--- src/rtl/decode_dispatch_unit.sv ---
// RV32I decode/dispatch stage: combinational decoder, tagged 32x32 register file with
// writeback bypass, and a one-cycle registered issue packet toward the reservation station.
module decode_dispatch_unit #(
    parameter int TAG_W    = 4,
    parameter int OPENUM_W = 6
) (
    input  logic                clk,
    input  logic                rst,
    input  logic                inst_valid,
    input  logic [31:0]         inst_from_if,
    input  logic                rs_full,
    output logic                dsp_ready,
    output logic                dsp_valid,
    output logic [OPENUM_W-1:0] dsp_op_enum,
    output logic [4:0]          dsp_rd,
    output logic [31:0]         dsp_imm,
    output logic [31:0]         dsp_rs1_val,
    output logic [TAG_W-1:0]    dsp_rs1_tag,
    output logic [31:0]         dsp_rs2_val,
    output logic [TAG_W-1:0]    dsp_rs2_tag,
    output logic [TAG_W-1:0]    dsp_rd_tag,
    input  logic                wb_valid,
    input  logic [4:0]          wb_rd,
    input  logic [TAG_W-1:0]    wb_tag,
    input  logic [31:0]         wb_value
);

    typedef enum logic [OPENUM_W-1:0] {
        OP_NOP, OP_LUI, OP_AUIPC, OP_JAL, OP_JALR, OP_BEQ, OP_BNE, OP_BLT, OP_BGE, OP_BLTU,
        OP_BGEU, OP_LB, OP_LH, OP_LW, OP_LBU, OP_LHU, OP_SB, OP_SH, OP_SW, OP_ADDI, OP_SLTI,
        OP_SLTIU, OP_XORI, OP_ORI, OP_ANDI, OP_SLLI, OP_SRLI, OP_SRAI, OP_ADD, OP_SUB, OP_SLL,
        OP_SLT, OP_SLTU, OP_XOR, OP_SRL, OP_SRA, OP_OR, OP_AND
    } op_e;

    typedef enum logic [2:0] {FMT_NONE, FMT_R, FMT_I, FMT_SH, FMT_S, FMT_B, FMT_U, FMT_J} fmt_e;

    logic [31:0]      w_inst;
    logic [6:0]       w_opc;
    logic [2:0]       w_f3;
    logic [6:0]       w_f7;
    op_e              w_op;
    fmt_e             w_fmt;
    logic [4:0]       w_rd;
    logic [4:0]       w_rs1;
    logic [4:0]       w_rs2;
    logic [31:0]      w_imm;
    logic             w_fire;
    logic             w_rs1_hit;
    logic             w_rs2_hit;
    logic [31:0]      w_rs1_val;
    logic [31:0]      w_rs2_val;
    logic [TAG_W-1:0] w_rs1_tag;
    logic [TAG_W-1:0] w_rs2_tag;

    logic [31:0]      r_val [32];
    logic [TAG_W-1:0] r_tag [32];
    logic [TAG_W-1:0] r_next_tag;
    logic             r_dsp_valid;
    op_e              r_dsp_op;
    logic [4:0]       r_dsp_rd;
    logic [31:0]      r_dsp_imm;
    logic [31:0]      r_dsp_rs1_val;
    logic [TAG_W-1:0] r_dsp_rs1_tag;
    logic [31:0]      r_dsp_rs2_val;
    logic [TAG_W-1:0] r_dsp_rs2_tag;
    logic [TAG_W-1:0] r_dsp_rd_tag;

    assign w_inst = inst_from_if;
    assign w_opc  = w_inst[6:0];
    assign w_f3   = w_inst[14:12];
    assign w_f7   = w_inst[31:25];

    // Opcode/funct selection; anything unrecognised stays a NOP with no operands.
    always_comb begin
        w_op  = OP_NOP;
        w_fmt = FMT_NONE;
        case (w_opc)
            7'b0110111: begin w_op = OP_LUI;   w_fmt = FMT_U; end
            7'b0010111: begin w_op = OP_AUIPC; w_fmt = FMT_U; end
            7'b1101111: begin w_op = OP_JAL;   w_fmt = FMT_J; end
            7'b1100111: if (w_f3 == 3'b000) begin w_op = OP_JALR; w_fmt = FMT_I; end
            7'b1100011: begin
                w_fmt = FMT_B;
                case (w_f3)
                    3'b000:  w_op = OP_BEQ;
                    3'b001:  w_op = OP_BNE;
                    3'b100:  w_op = OP_BLT;
                    3'b101:  w_op = OP_BGE;
                    3'b110:  w_op = OP_BLTU;
                    3'b111:  w_op = OP_BGEU;
                    default: w_fmt = FMT_NONE;
                endcase
            end
            7'b0000011: begin
                w_fmt = FMT_I;
                case (w_f3)
                    3'b000:  w_op = OP_LB;
                    3'b001:  w_op = OP_LH;
                    3'b010:  w_op = OP_LW;
                    3'b100:  w_op = OP_LBU;
                    3'b101:  w_op = OP_LHU;
                    default: w_fmt = FMT_NONE;
                endcase
            end
            7'b0100011: begin
                w_fmt = FMT_S;
                case (w_f3)
                    3'b000:  w_op = OP_SB;
                    3'b001:  w_op = OP_SH;
                    3'b010:  w_op = OP_SW;
                    default: w_fmt = FMT_NONE;
                endcase
            end
            7'b0010011: begin
                w_fmt = FMT_I;
                case (w_f3)
                    3'b000: w_op = OP_ADDI;
                    3'b010: w_op = OP_SLTI;
                    3'b011: w_op = OP_SLTIU;
                    3'b100: w_op = OP_XORI;
                    3'b110: w_op = OP_ORI;
                    3'b111: w_op = OP_ANDI;
                    3'b001: begin
                        w_fmt = FMT_NONE;
                        if (w_f7 == 7'b0000000) begin w_op = OP_SLLI; w_fmt = FMT_SH; end
                    end
                    default: begin
                        w_fmt = FMT_NONE;
                        if (w_f7 == 7'b0000000) begin w_op = OP_SRLI; w_fmt = FMT_SH; end
                        if (w_f7 == 7'b0100000) begin w_op = OP_SRAI; w_fmt = FMT_SH; end
                    end
                endcase
            end
            7'b0110011: begin
                w_fmt = FMT_R;
                case ({w_f7, w_f3})
                    10'b0000000_000: w_op = OP_ADD;
                    10'b0100000_000: w_op = OP_SUB;
                    10'b0000000_001: w_op = OP_SLL;
                    10'b0000000_010: w_op = OP_SLT;
                    10'b0000000_011: w_op = OP_SLTU;
                    10'b0000000_100: w_op = OP_XOR;
                    10'b0000000_101: w_op = OP_SRL;
                    10'b0100000_101: w_op = OP_SRA;
                    10'b0000000_110: w_op = OP_OR;
                    10'b0000000_111: w_op = OP_AND;
                    default:         w_fmt = FMT_NONE;
                endcase
            end
            default: ;
        endcase
    end

    always_comb begin
        w_rd  = '0;
        w_rs1 = '0;
        w_rs2 = '0;
        w_imm = '0;
        case (w_fmt)
            FMT_R:  begin w_rd = w_inst[11:7]; w_rs1 = w_inst[19:15]; w_rs2 = w_inst[24:20]; end
            FMT_I:  begin
                w_rd  = w_inst[11:7];
                w_rs1 = w_inst[19:15];
                w_imm = {{20{w_inst[31]}}, w_inst[31:20]};
            end
            FMT_SH: begin w_rd = w_inst[11:7]; w_rs1 = w_inst[19:15]; w_imm = {27'd0, w_inst[24:20]}; end
            FMT_S:  begin
                w_rs1 = w_inst[19:15];
                w_rs2 = w_inst[24:20];
                w_imm = {{20{w_inst[31]}}, w_inst[31:25], w_inst[11:7]};
            end
            FMT_B:  begin
                w_rs1 = w_inst[19:15];
                w_rs2 = w_inst[24:20];
                w_imm = {{19{w_inst[31]}}, w_inst[31], w_inst[7], w_inst[30:25], w_inst[11:8], 1'b0};
            end
            FMT_U:  begin w_rd = w_inst[11:7]; w_imm = {w_inst[31:12], 12'd0}; end
            FMT_J:  begin
                w_rd  = w_inst[11:7];
                w_imm = {{11{w_inst[31]}}, w_inst[31], w_inst[19:12], w_inst[20], w_inst[30:21], 1'b0};
            end
            default: ;
        endcase
    end

    // A commit whose tag matches the register's pending tag is forwarded as a ready value.
    assign w_rs1_hit = wb_valid && (wb_rd == w_rs1) && (wb_tag == r_tag[w_rs1]);
    assign w_rs2_hit = wb_valid && (wb_rd == w_rs2) && (wb_tag == r_tag[w_rs2]);
    assign w_rs1_val = (w_rs1 == 5'd0) ? '0 : (w_rs1_hit ? wb_value : r_val[w_rs1]);
    assign w_rs2_val = (w_rs2 == 5'd0) ? '0 : (w_rs2_hit ? wb_value : r_val[w_rs2]);
    assign w_rs1_tag = (w_rs1 == 5'd0 || w_rs1_hit) ? '0 : r_tag[w_rs1];
    assign w_rs2_tag = (w_rs2 == 5'd0 || w_rs2_hit) ? '0 : r_tag[w_rs2];

    assign dsp_ready = ~rs_full;
    assign w_fire    = inst_valid & ~rs_full;

    always_ff @(posedge clk) begin
        if (rst) begin
            // NOTE: every architectural register is cleared here so x1..x31 read 0 with tag 0 after reset.
            for (int i = 0; i < 32; i++) begin
                r_val[i] <= '0;
                r_tag[i] <= '0;
            end
            r_next_tag    <= TAG_W'(1);
            r_dsp_valid   <= 1'b0;
            r_dsp_op      <= OP_NOP;
            r_dsp_rd      <= '0;
            r_dsp_imm     <= '0;
            r_dsp_rs1_val <= '0;
            r_dsp_rs1_tag <= '0;
            r_dsp_rs2_val <= '0;
            r_dsp_rs2_tag <= '0;
            r_dsp_rd_tag  <= '0;
        end else begin
            if (wb_valid && wb_rd != 5'd0) begin
                r_val[wb_rd] <= wb_value;
                if (wb_tag == r_tag[wb_rd]) r_tag[wb_rd] <= '0;
            end
            // NOTE: this claim is the later non-blocking write, so it overrides a same-cycle tag clear.
            if (w_fire && w_rd != 5'd0) begin
                r_tag[w_rd] <= r_next_tag;
                r_next_tag  <= (r_next_tag == '1) ? TAG_W'(1) : r_next_tag + TAG_W'(1);
            end
            r_dsp_valid <= w_fire;
            if (w_fire) begin
                r_dsp_op      <= w_op;
                r_dsp_rd      <= w_rd;
                r_dsp_imm     <= w_imm;
                r_dsp_rs1_val <= w_rs1_val;
                r_dsp_rs1_tag <= w_rs1_tag;
                r_dsp_rs2_val <= w_rs2_val;
                r_dsp_rs2_tag <= w_rs2_tag;
                r_dsp_rd_tag  <= (w_rd != 5'd0) ? r_next_tag : '0;
            end
        end
    end

    assign dsp_valid   = r_dsp_valid;
    assign dsp_op_enum = r_dsp_op;
    assign dsp_rd      = r_dsp_rd;
    assign dsp_imm     = r_dsp_imm;
    assign dsp_rs1_val = r_dsp_rs1_val;
    assign dsp_rs1_tag = r_dsp_rs1_tag;
    assign dsp_rs2_val = r_dsp_rs2_val;
    assign dsp_rs2_tag = r_dsp_rs2_tag;
    assign dsp_rd_tag  = r_dsp_rd_tag;

endmodule

--- config.mk ---
export PLATFORM = sky130hd
export DESIGN_NAME = decode_dispatch_unit
export DESIGN_NICKNAME = d
export VERILOG_FILES = /design/src/rtl/decode_dispatch_unit.sv
export SDC_FILE = /design/constraint.sdc
export NUM_CORES = 2
export LEC_CHECK = 0
export BUFFER_PORTS_ARGS = -buffer_cell sky130_fd_sc_hd__buf_2
export CORE_MARGIN = 4
export CORE_UTILIZATION = 35
export CTS_BUF_LIST = sky130_fd_sc_hd__clkbuf_2 sky130_fd_sc_hd__clkbuf_4 sky130_fd_sc_hd__clkbuf_8
export DETAILED_ROUTE_END_ITERATION = 7
export PLACE_DENSITY_LB_ADDON = 0.1
export SYNTH_ARGS = -nofsm -noshare
export SYNTH_HDL_FRONTEND = slang
export SYNTH_SLANG_ARGS = --single-unit
--- constraint.sdc ---
create_clock -name clk -period 3.5 [get_ports clk]
set_input_delay 0.175 -clock clk [delete_from_list [all_inputs] [get_ports clk]]
set_output_delay 0.175 -clock clk [all_outputs]
set_load 0.02 [all_outputs]
---- Yosys cells after proc, flatten, opt, wreduce, memory -nomap -nowiden ----
Memory sizes are Yosys's and may differ from the RTL's.
Cells that the tools add are included.
storage, ports and cells
  flip-flop bits (word level) ............. 124
  bits in writable memories ............... 1,152
  input bits .............................. 78
  word-level logic and storage cells ...... 133
  memories kept ........................... 2
operators by class
  add/subtract/negate cells ............... 1
  equality and inequality tests ........... 39
  muxes and demuxes ....................... 52
  bitwise operators ....................... 2
  reduce and logical (&&, ||, !) cells .... 27
memory list
  name   words  width  rd ports  clocked after Yosys merged registers in  wr ports  line  source
  r_val  32     32     2         0                                        32        55    logic [31:0] r_val [32];
  r_tag  32     4      3         0                                        32        56    logic [TAG_W-1:0] r_tag [32];
operator list
  operator                                              number
  one-hot mux 32 bit (6 select lines)                   1
  2-to-1 mux 32 bit                                     5
  one-hot mux 6 bit (10 select lines)                   1
  one-hot mux 6 bit (9 select lines)                    1
  one-hot mux 6 bit (7 select lines)                    1
  equality test 10 x 3 -> 1 bit, second input constant  4
  2-to-1 mux 5 bit                                      8
  OR reduction 32 bit                                   1
  equality test 7 x 6 -> 1 bit, second input constant   4
  equality test 3 bit, second input constant            8
  2-to-1 mux 4 bit                                      6
  one-hot mux 3 bit (8 select lines)                    1
  one-hot mux 4 bit (6 select lines)                    1
  equality test 7 bit, second input constant            3
  equality test 10 x 2 -> 1 bit, second input constant  2
  equality test 10 x 9 -> 1 bit, second input constant  2
  one-hot mux 4 bit (5 select lines)                    1
  2-to-1 mux 1 bit                                      16
  one-hot mux 5 bit (3 select lines)                    1
  OR reduction 5 bit                                    3
  equality test 7 x 5 -> 1 bit, second input constant   2
  equality test 3 x 2 -> 1 bit, second input constant   4
  equality test 4 bit                                   3
  2-to-1 mux 3 bit                                      4
  other kinds (23)                                      38

---- Depth between registers and ports, before layout ----
  depth after elaboration ................. 15
  mapped depth ............................ 17
  gate-level depth less buffers ........... 11

---- Worst setup path after synthesis ----
OpenSTA, ideal clock, no wires.
  path kind ............................... input -> register
  start point ............................. in inst_from_if[31]
  end point ............................... reg r_dsp_rs2_val[14] (netlist: dsp_rs2_val[14])
  library setup time ...................... 123 ps
  data arrival time ....................... 3,389 ps
  required time ........................... 3,377 ps
  setup slack ............................. -12 ps
  stages .................................. 14
  path buffers ............................ 3
  path through ............................ or4_4 nor4b_4 a211oi_2 or3_1 buf_2 or4_1 nand3_1 nor4_1 a2111oi_4 nand4b_4 buf_6 buf_6 nand4_1 o211ai_2
on the way
  word-level cells in the longest chain between the ends .. 13
RTL lines
  what                                                                        line      source
  start: declaration                                                          10        input logic [31:0] inst_from_if,
  logical NOT 7 bit                                                           125, 129
  2-to-1 mux 2 bit                                                            125, 129
  2-to-1 mux 3 bit                                                            130       if (w_f7 == 7'b0100000) begin w_op = OP_SRAI; w_fmt = FMT_SH; end
  one-hot mux 3 bit (2 select lines)                                          116       case (w_f3)
  one-hot mux 3 bit (8 select lines) (*)                                      77        case (w_opc)
  equality test 3 bit / equality test 3 x 1 -> 1 bit (equally long branches)  159       case (w_fmt)
  OR reduction 3 bit (no source line) (*)                                     n/a
  2-to-1 mux 5 bit (*)                                                        159
  memory read (32 x 4 bit) / equality test 5 bit (equally long branches)      n/a
  equality test 4 bit / logical AND 1 bit (equally long branches)             188       assign w_rs2_hit = wb_valid && (wb_rd == w_rs2) && (wb_tag == r_tag[w_rs2]);
  logical AND 1 bit                                                           188
  2-to-1 mux 32 bit                                                           190       assign w_rs2_val = (w_rs2 == 5'd0) ? '0 : (w_rs2_hit ? wb_value : r_val[w_rs2]);
  2-to-1 mux 32 bit (*)                                                       190
  end signal: assignment                                                      231       r_dsp_rs2_val <= w_rs2_val;
  end: declaration                                                            64        logic [31:0] r_dsp_rs2_val;
Every way passes the cells marked *; elsewhere a longest branch is shown, timed or not.
A chain may end at the register's enable or synchronous reset.

---- Final worst setup path ----
  start point ............................. in inst_from_if[3]
  end point ............................... reg r_dsp_rs1_val[14] (netlist: dsp_rs1_val[14])
on the way
  word-level cells in the longest chain between the ends .. 11
RTL lines
  what                                                                                 line  source
  equality test 7 x 5 -> 1 bit / equality test 7 x 6 -> 1 bit (equally long branches)  77
  OR reduction 2 bit (no source line)                                                  n/a
  one-hot mux 3 bit (8 select lines) (*)                                               77
  equality test 3 bit (tied with other cells)                                          159
  OR reduction 5 bit (no source line) (*)                                              n/a
  2-to-1 mux 5 bit (*)                                                                 159
  memory read (32 x 4 bit) / equality test 5 bit (equally long branches)               n/a
  equality test 4 bit / logical AND 1 bit (equally long branches)                      187   assign w_rs1_hit = wb_valid && (wb_rd == w_rs1) && (wb_tag == r_tag[w_rs1]);
  logical AND 1 bit                                                                    187
  2-to-1 mux 32 bit                                                                    189   assign w_rs1_val = (w_rs1 == 5'd0) ? '0 : (w_rs1_hit ? wb_value : r_val[w_rs1]);
  2-to-1 mux 32 bit (*)                                                                189
  end signal: assignment                                                               229   r_dsp_rs1_val <= w_rs1_val;
  end: declaration                                                                     62    logic [31:0] r_dsp_rs1_val;
Marks and branches as above.

==> out/metrics.csv <==
metric,value,unit
status,"complete, no violations",
final_common_cell,edfxtp_1,
die_y,460,µm
fillers,19156,
postSynthAreaPerCell,10.3,µm²
hp-class,primary input to flip-flop,
final.setup.worst_slack,0.0797,ns
gr-total-overflow,0,
path_clk_slew,0.06,ns
cts_sinks,1276,
drt-initial-drc-count,10361,
cts_inserted_buffers,232,
synth_area_leader_cell,edfxtp_1,
worstMarginPinSlew,1.30,ns
drt_wl_total,385,mm
grt_pass1_vias,62644,
dieArea,211000,µm²
rr_endpoint,dsp_rs1_val[13],
holdPathEnd,dsp_op_enum[3],
synth_xor_area_share,0.172,%
fin_crit,3.42,ns
synth-simple-area-share,21.6,%
synth_top_family_by_area,simple AND/OR/NAND/NOR gates,
finalNetCount,7875,
drive_above_1_share,22.9,%
synth_seq_cells,1276,
cts_setup_buffers,0,
async_flop_share,0,%
ff2ff_setup_slack,0.09,ns
worst_setup_path_start_kind,primary input,
powerDensity,415,nW/µm²
crit_start,inst_from_if[3],
worstPathArrival,4.36,ns
cts-root-buf,clkbuf_8,
crit_fanout,16,
place_area,82900,µm²
rsz0062_at_grt,no,
gr-usage-all-layers,35.3,%
criticalPathCategory,primary input to flip-flop,
cts_tree,done,
yosys.area_share.adder,0.0175,%
drcViolationCount,0,
synth_cells,6944,
synth_top_area_share,48.4,%
dr.pass1.iters,7,
multi_input_area,32300,µm²
r2r_cells,14,
synth.distinct_cells,97,
post-route-period-util,97.7,%
start_util,35.3,%
ys_warn_count,0,
pre_cts_ws,-1.15,ns
crit-reg2reg-launch,r_tag[31][3],
required,4.44,ns
core-area,203000,µm²
vdd.ir_drop.worst,0.448,mV
cts_buffer_depth,3,
worst_setup_path_end_kind,flip-flop,
route.vias.total,65748,
report.final.hold_viol_count,0,
min-delay-start,inst_from_if[3],
hold_slack,0.108,ns
muxShareOfSynthArea,9.26,%
regArea,37100,µm²
max_freq,292,MHz
synth_area_leaders,"edfxtp_1, and2_1, mux2i_1, nand2_1, dfxtp_1",
ios,199,
ys.flop_type,edfxtp_1,
io_buffers,198,
insertion_delay,1.05,ns
die_w,460,µm
antenna_found_initial,53,
ys_seq_area_share,51.9,%
skew,0.0833,ns
final_cell_mix,"edfxtp_1, and2_1, nand2_1",
via_per_inst,6.15,
tns,0,ns
grt_pass1_wl,521,mm
dp_hpwl,265,mm
ctsHtreeMaxLevel,4,
synth-compound-area-share,13.1,%
setup_viol,0,
area_growth,24.5,%
p_leak,33.1,nW
rows,165,
grt_max_degree,84,
synth-edff-count,1152,
post_drt_wl_per_cell,36.0,µm
ant_nets,0,
slew_headroom,13.3,%
final_area,88900,µm²
mappedNetlistArea,71400,µm²
routabilityCongestion,0.996,
cap_violations,0,
min_delay_path_depth,8,
drv_slew,0,
-- stage by stage --
| step | std cells | util, % | total power (W) |
|---|---|---|---|
| final | 10683 | 43.9 | 0.0369 |
| after global routing | 10669 | 43.9 | 0.0379 |
| after CTS | 10664 | 43.9 | 0.0369 |
| after detailed placement | 10135 | 41.0 | 0.0216 |
| after global placement | 10135 | 41.0 | 0.0216 |
| after floorplan | 6979 | - | 0.0196 |
-- power breakdown --
| part | leakage, nW | switching, W | internal (W) | total [W] |
|---|---|---|---|---|
| sequential | 12.1 | 0.000519 | 0.0173 | 0.0179 |
| combinational | 18.5 | 0.00249 | 0.00123 | 0.00372 |
| clock | 2.57 | 0.00705 | 0.00825 | 0.0153 |
-- final cells by class --
| cell class | count | area share [%] |
|---|---|---|
| antenna | 19 | 0.0535 |
| clock inverter | 95 | 0.778 |
| sequential | 1276 | 41.7 |
| tap | 2672 | 3.76 |
| clock buffer | 335 | 4.73 |
| multi-input combinational | 4989 | 36.3 |
| inverter | 18 | 0.0816 |
| timing repair buffer | 1279 | 12.6 |
-- routing by layer --
layer  vias to the layer above  part of all wire, %  global-route usage, %
met5                         -                0.024                      0
met4                        12                  4.9                   15.6
met3                       821                   11                   7.95
met2                      4442                   43                   52.4
met1                     33210                   41                   49.3
li1                      27263                    -                      -
-- cell families after synthesis --
family                     after synthesis
AOI/OAI and AO/OA                     1357
xor gates and xnor gates                14
adders and majority gates                1
buffers and inverters                  714
DFF                                   1276
muxes                                  554
other                                    1
and+or+nand+nor                       3027
-- registers in the layout, summed over array words and instances, names as in the netlist --
| signal | cells |
|---|---|
| r_val | 1024 |
| r_tag | 128 |
| dsp_imm | 32 |
| dsp_rs1_val | 32 |
| dsp_rs2_val | 32 |
| dsp_op_enum | 6 |
| dsp_rd | 5 |
| dsp_rd_tag | 4 |
| dsp_rs1_tag | 4 |
| dsp_rs2_tag | 4 |
| r_next_tag | 4 |
| dsp_valid | 1 |
-- cells in the mapped netlist (all sizes together) (14+ instances only) --
master / number
a211o: 47
a211oi: 142
a21o: 23
a21oi: 337
a221o: 17
a221oi: 108
a22oi: 56
a311oi: 15
a31oi: 51
a32oi: 23
and2: 1068
and3: 93
buf: 180
clkbuf: 516
dfxtp: 124
edfxtp: 1152
inv: 14
mux2: 28
mux2i: 443
mux4: 83
nand2: 1000
nand2b: 17
nand3: 350
nand4: 20
nor2: 215
nor3: 139
nor4: 26
o2111ai: 22
o211ai: 63
o21ai: 157
o221ai: 28
o22ai: 143
o31ai: 15
or2: 36
-- worst max path at each step --
stage / end / slack, ns / cells past startpoint
detailed placement: dsp_rs1_val[19] / -1.15 / 19
global route: dsp_rs1_val[14] / 0.005 / 20
floorplan: dsp_rs2_val[1] / -0.01 / 14
global placement: dsp_rs1_val[19] / -1.12 / 19
CTS: dsp_rs1_val[16] / 0.05 / 21
finish: dsp_rs1_val[14] / 0.08 / 20
-- worst max-delay path: stages --
cell and delay (ns):
buf_2 0.10, buf_4 0.14, nor4bb_1 0.37, buf_4 0.19, buf_4 0.12, nand4_1 0.27
o211a_2 0.32, buf_12 0.17, buf_4 0.16, a21oi_4 0.19, buf_12 0.20, buf_4 0.19
buf_12 0.19, buf_12 0.16, mux2i_1 0.19, o22ai_1 0.12, o22ai_1 0.41, a21oi_2 0.16
and3_1 0.21, a211o_1 0.26
-- timing repair --
action	CTS	global route
gates resized for setup	1	10
endpoints found under the setup margin	1	16
pin swaps	0	1
hold endpoints to repair	1079	0
hold buffers	99	0
Power figures use the tool's default switching activity.
